**src/rtl/ctrl_pipeline.sv**
```systemverilog
// ctrl_pipeline: carries decoded control bundles through ID/EX, EX/MEM and
// MEM/WB, detects load-use hazards, raises the IF/ID stall, inserts bubbles
// on stall or flush, and produces EX-stage operand forwarding selects.
module ctrl_pipeline (
  input  logic       clk,
  input  logic       rst_n,
  input  logic       id_valid,
  input  logic       id_RegWrite,
  input  logic       id_ImmType,
  input  logic       id_PCToRegSrc,
  input  logic       id_RDSrc,
  input  logic       id_MemRead,
  input  logic       id_MemWrite,
  input  logic       id_MemToReg,
  input  logic       id_ALUSrc,
  input  logic [2:0] id_ALUOp,
  input  logic [4:0] id_rs1,
  input  logic [4:0] id_rs2,
  input  logic [4:0] id_rd,
  input  logic       ex_flush,
  input  logic       freeze,
  output logic       stall,
  output logic       ex_ImmType,
  output logic       ex_PCToRegSrc,
  output logic       ex_RDSrc,
  output logic       ex_ALUSrc,
  output logic [2:0] ex_ALUOp,
  output logic [4:0] ex_rs1,
  output logic [4:0] ex_rs2,
  output logic       mem_MemRead,
  output logic       mem_MemWrite,
  output logic       wb_RegWrite,
  output logic       wb_MemToReg,
  output logic [4:0] wb_rd,
  output logic [1:0] fwd_a,
  output logic [1:0] fwd_b
);

  typedef struct packed {
    logic       valid;
    logic       reg_write;
    logic       imm_type;
    logic       pc_to_reg_src;
    logic       rd_src;
    logic       mem_read;
    logic       mem_write;
    logic       mem_to_reg;
    logic       alu_src;
    logic [2:0] alu_op;
    logic [4:0] rs1;
    logic [4:0] rs2;
    logic [4:0] rd;
  } idex_t;

  typedef struct packed {
    logic       reg_write;
    logic       mem_read;
    logic       mem_write;
    logic       mem_to_reg;
    logic [4:0] rd;
  } exmem_t;

  typedef struct packed {
    logic       reg_write;
    logic       mem_to_reg;
    logic [4:0] rd;
  } memwb_t;

  typedef enum logic [1:0] {
    FWD_RF  = 2'b00,
    FWD_WB  = 2'b01,
    FWD_MEM = 2'b10
  } fwd_sel_e;

  typedef enum logic [1:0] {
    ACT_HOLD,
    ACT_BUBBLE,
    ACT_ADVANCE
  } stage_act_e;

  idex_t      idex_q,  idex_next;
  exmem_t     exmem_q, exmem_next;
  memwb_t     memwb_q, memwb_next;
  idex_t      id_bundle;
  stage_act_e act;
  logic       lu;

  function automatic fwd_sel_e fwd_sel(input logic [4:0] rs,
                                       input logic       mem_rw,
                                       input logic [4:0] mem_rd,
                                       input logic       wb_rw,
                                       input logic [4:0] wb_rd_in);
    if (mem_rw && (mem_rd != 5'd0) && (mem_rd == rs))
      return FWD_MEM;
    else if (wb_rw && (wb_rd_in != 5'd0) && (wb_rd_in == rs))
      return FWD_WB;
    else
      return FWD_RF;
  endfunction

  // Pack the decoder outputs into one ID bundle.
  always_comb begin
    id_bundle               = '0;
    id_bundle.valid         = id_valid;
    id_bundle.reg_write     = id_RegWrite;
    id_bundle.imm_type      = id_ImmType;
    id_bundle.pc_to_reg_src = id_PCToRegSrc;
    id_bundle.rd_src        = id_RDSrc;
    id_bundle.mem_read      = id_MemRead;
    id_bundle.mem_write     = id_MemWrite;
    id_bundle.mem_to_reg    = id_MemToReg;
    id_bundle.alu_src       = id_ALUSrc;
    id_bundle.alu_op        = id_ALUOp;
    id_bundle.rs1           = id_rs1;
    id_bundle.rs2           = id_rs2;
    id_bundle.rd            = id_rd;
  end

  // Hazard detection, stall, and the per-edge stage action (freeze > flush > lu).
  always_comb begin
    lu    = id_valid && idex_q.mem_read && (idex_q.rd != 5'd0) &&
            ((idex_q.rd == id_rs1) || (idex_q.rd == id_rs2));
    stall = freeze | (lu & ~ex_flush);
    if (freeze)
      act = ACT_HOLD;
    else if (ex_flush || lu)
      act = ACT_BUBBLE;
    else
      act = ACT_ADVANCE;
  end

  // Next-state values for each stage register.
  always_comb begin
    idex_next = '0;
    if (act == ACT_ADVANCE && id_valid)
      idex_next = id_bundle;
    // Gating by valid is a no-op on bubbles (all fields already zero).
    exmem_next            = '0;
    exmem_next.reg_write  = idex_q.reg_write  & idex_q.valid;
    exmem_next.mem_read   = idex_q.mem_read   & idex_q.valid;
    exmem_next.mem_write  = idex_q.mem_write  & idex_q.valid;
    exmem_next.mem_to_reg = idex_q.mem_to_reg & idex_q.valid;
    exmem_next.rd         = idex_q.rd;
    memwb_next            = '0;
    memwb_next.reg_write  = exmem_q.reg_write;
    memwb_next.mem_to_reg = exmem_q.mem_to_reg;
    memwb_next.rd         = exmem_q.rd;
  end

  // Stage registers: reset to bubble, hold on freeze, otherwise load.
  always_ff @(posedge clk) begin
    if (!rst_n) begin
      idex_q  <= '0;
      exmem_q <= '0;
      memwb_q <= '0;
    end else if (act != ACT_HOLD) begin
      idex_q  <= idex_next;
      exmem_q <= exmem_next;
      memwb_q <= memwb_next;
    end
  end

  // EX operand forwarding selects; EX/MEM takes precedence over MEM/WB.
  always_comb begin
    fwd_a = fwd_sel(idex_q.rs1, exmem_q.reg_write, exmem_q.rd,
                    memwb_q.reg_write, memwb_q.rd);
    fwd_b = fwd_sel(idex_q.rs2, exmem_q.reg_write, exmem_q.rd,
                    memwb_q.reg_write, memwb_q.rd);
  end

  assign ex_ImmType    = idex_q.imm_type;
  assign ex_PCToRegSrc = idex_q.pc_to_reg_src;
  assign ex_RDSrc      = idex_q.rd_src;
  assign ex_ALUSrc     = idex_q.alu_src;
  assign ex_ALUOp      = idex_q.alu_op;
  assign ex_rs1        = idex_q.rs1;
  assign ex_rs2        = idex_q.rs2;
  assign mem_MemRead   = exmem_q.mem_read;
  assign mem_MemWrite  = exmem_q.mem_write;
  assign wb_RegWrite   = memwb_q.reg_write;
  assign wb_MemToReg   = memwb_q.mem_to_reg;
  assign wb_rd         = memwb_q.rd;

endmodule

```
**config.mk**
```make
export PLATFORM = sky130hd
export DESIGN_NAME = ctrl_pipeline
export DESIGN_NICKNAME = d
export VERILOG_FILES = /design/src/rtl/ctrl_pipeline.sv
export SDC_FILE = /design/constraint.sdc
export NUM_CORES = 1
export LEC_CHECK = 0
export BUFFER_PORTS_ARGS = -buffer_cell sky130_fd_sc_hd__buf_2
export CORE_UTILIZATION = 35
export DETAILED_ROUTE_END_ITERATION = 16
export GPL_ROUTABILITY_DRIVEN = 0
export HOLD_SLACK_MARGIN = 0.1
export PLACE_DENSITY = 0.57
export SETUP_SLACK_MARGIN = 0.5
export SYNTH_ARGS = -nofsm -noshare
export SYNTH_HDL_FRONTEND = slang
export SYNTH_SLANG_ARGS = --single-unit
```
**constraint.sdc**
```tcl
create_clock -name clk -period 1.6 [get_ports clk]
set_input_delay 0.24 -clock clk [delete_from_list [all_inputs] [get_ports clk]]
set_output_delay 0.24 -clock clk [all_outputs]
set_load 0.05 [all_outputs]
```
==> results_dict.tcl <==
set metrics [dict create \
    overflow 0 \
    synthesis.nets 311 \
    vias 2336 \
    first_pass_iters 6 \
    root_buffer "clkbuf_8" \
    cts-buffers-inserted 5 \
    avgSynthCellArea_um2 8.78 \
    start_util_pct 36.2 \
    clk_pin_slew_ns 0.08 \
    dp.cells 434 \
    multi_input_area_um2 1680 \
    coreArea_um2 6790 \
    hold_class "input pin to flip-flop" \
    power.density_nw_per_um2 615 \
    ir_drop_mv 0.377 \
    finalSetupViolCount 32 \
    fp.dieH_um 85.8 \
    grt_max_degree 57 \
    ioPinCount 62 \
    ff2ff_setup_slack_ns -0.18 \
    worstPathMaxFanout 2 \
    crit_path_cell_trace "or4_4 > o21ai_4 > nor4_4 > nor4_4 > buf_6" \
    hold_viol 0 \
    critPathBufInv 1 \
    nFillCells 596 \
    yosys_register_bits 43 \
    dpl_cell_area_um2 3130 \
    layout_commonest_cell "buf_6" \
    final_cell_mix "buf_6 (31), buf_2 (30), nand3_1 (28)" \
    ys_seq_area_share_pct 35.0 \
    cpMostUsedCell "nor4_4" \
    rsz0062_at_grt "yes" \
    cts_buffer_depth 2 \
    antenna_cells 0 \
    path_class "flip-flop to output pin" \
    outcome "finished, violations left" \
    cts_htree_levels 2 \
    crit_family "simple AND/OR/NAND/NOR gates" \
    die_x_um 85.8 \
    worst_pin_slew_ns 0.317 \
    busiest_layer "met2" \
    finalPower_mw 2.39 \
    min_from "id_ALUOp[1]" \
    max-cap-violations 0 \
    arrival_ns 1.88 \
    cpMaxStageDelayCell "or4_4" \
    min_delay_path_depth 3 \
    cpPeakStageDelay_ns 0.53 \
    fin_ws_ns -0.517 \
    yosysWarningCount 0 \
    ctsHoldBuffers 0 \
    timing.rr.start "exmem_next[0]" \
    critPathCaptureType "output pin" \
    drt-total-wl_um 7210 \
    finalMaxSlewViolations 0 \
    layout.area.seq_um2 915 \
    avgViaCountPerCell 5.15 \
    clk_latency_ns 0.30 \
    portBuffers 61 \
    use_met3_pct 3.95 \
    r2r_end "exmem_next[4]" \
    fmax_mhz 472 \
    cts.sinks 43 \
    rr_worst_depth 8 \
    drcViolationCount 0 \
    nets 388 \
    synth_cell_type_count 29 \
    final_core_util_pct 57.3 \
    use_met1_pct 27.6 \
    layout.cells.non_filler 454 \
    netlist_instances 280 \
    drtIter0Drc 130 \
    crit_path_start_kind "flip-flop" \
    cts_tree "yes" \
    drive_above_1_share_pct 55.0 \
    fin_worst_skew_ns 0.00768 \
    antenna_found_initial 0 \
    wl_per_cell_um 15.9 \
    grt_pass1_vias 2305 \
    syn_to_final_growth_pct 58.2 \
    synthesis.area_um2 2460 \
    grt_pass1_wl_um 11800 \
    grt.met2_usage_pct 34.2 \
    layout_min_cycle_time_ns 2.12 \
    post-route-period-util_pct 132 \
    fin_area_um2 3890 \
    leakage_nw 1.65 \
    violations "negative setup slack" \
    ant_nets 0 \
    grt_usage_pct 20.7 \
    die_area_um2 7360 \
    timing.slew.headroom_pct 78.7 \
    dp_hpwl_um 4800 \
    worstPathRequired_ns 1.36 \
    holdPathEnd "ex_ALUOp[1]" \
    rows 30 \
]
metal layers:
| metal | part of all wire [%] | wire [µm] | vias up |
|---|---|---|---|
| li1 | - | - | 1156 |
| met1 | 47 | 3370 | 1113 |
| met2 | 48 | 3490 | 57 |
| met3 | 3.3 | 235 | 10 |
| met4 | 1.5 | 110 | 0 |
| met5 | 0 | 0 | - |
power by group:
part | switching, mW | total [mW] | leakage (nW) | internal (mW)
clock network | 0.368 | 0.675 | 0.0422 | 0.307
logic | 0.320 | 0.580 | 1.25 | 0.260
registers | 0.0383 | 1.14 | 0.364 | 1.10
total | 0.726 | 2.39 | 1.65 | 1.67
sequential cells by signal (all words and copies together) (netlist names), 3 cells and up:
name        count
exmem_next      5
idex_q          5
ex_rs1          5
ex_ALUOp        3
exmem_q         7
ex_rs2          5
wb_rd           5
final cells by class:
type | instances | share of cell area (%)
clock inverters | 1 | 0.129
multi-input cells | 201 | 43.2
repair buffers | 106 | 28.1
flip-flops and latches | 43 | 23.5
well taps | 96 | 3.09
clock buffers | 7 | 1.96
cells by family after synthesis:
logic type                Yosys count  share of synthesized area (%)
xor gates and xnor gates           30                           10.7
buffers and inverters              36                           8.75
muxes                              12                           4.89
DFF                                43                           35.0
and+or+nand+nor                    96                           22.4
AOI/OAI and AO/OA                  63                           18.2
through the flow:
| stage | setup slack [ns] | TNS, ns | hold WS, ns |
|---|---|---|---|
| final | -0.517 | -5.98 | 0.189 |
| after global routing | -0.582 | -7.64 | 0.193 |
| after floorplan | -0.550 | -1.16 | 0.377 |
| after global placement | -0.278 | -3.19 | 0.471 |
| after detailed placement | -0.288 | -3.96 | 0.480 |
| after CTS | -0.516 | -3.39 | 0.187 |
repair_timing:
item                                    4_1_cts  5_1_grt
buffers inserted                              3        5
resized for setup                            99       51
cloned                                        4        0
pin swaps                                     5       12
endpoints found under the setup margin       58       56
synth_stat cells:
cell type,count,area share [%]
nor3b_2,1,0.51
nand3_1,30,6.1
o21ai_1,9,1.8
a22oi_1,26,7.9
dfxtp_1,43,35
o21ai_0,14,2.8
nand2_1,10,1.5
buf_6,1,0.46
mux2i_1,12,4.9
buf_2,5,1.0
nor2b_1,12,3.1
and3_1,26,6.6
or4_1,4,1.2
xor2_1,14,5.0
buf_8,1,0.61
clkbuf_1,13,2.0
nor2_2,1,0.25
buf_4,14,4.3
xnor2_1,16,5.7
nor4_1,4,1.0
nor2_1,1,0.15
o211ai_4,1,0.87
a21o_1,1,0.31
o21ai_2,10,3.6
and2_1,6,1.5
o22ai_2,1,0.51
clkbuf_2,2,0.41
or4_4,1,0.46
a21oi_2,1,0.36
worst register-to-register path, stage by stage (launching register included):
cell,delay [ns]
dfxtp_2,0.33
or4_4,0.55
o211ai_4,0.22
buf_6,0.12
buf_8,0.12
buf_6,0.10
buf_12,0.12
a22oi_2,0.06
o21ai_1,0.08
worst max path at each step:
stage | from | endpoint | cells past startpoint
final | exmem_q[2] | fwd_a[0] | 5
after global routing | exmem_q[2] | fwd_a[0] | 5
after floorplan | exmem_q[2] | fwd_a[0] | 4
after CTS | exmem_q[2] | fwd_a[0] | 5
after global placement | exmem_q[2] | fwd_a[0] | 5
after detailed placement | exmem_q[2] | fwd_a[0] | 5
Power figures use the tool's default switching activity.
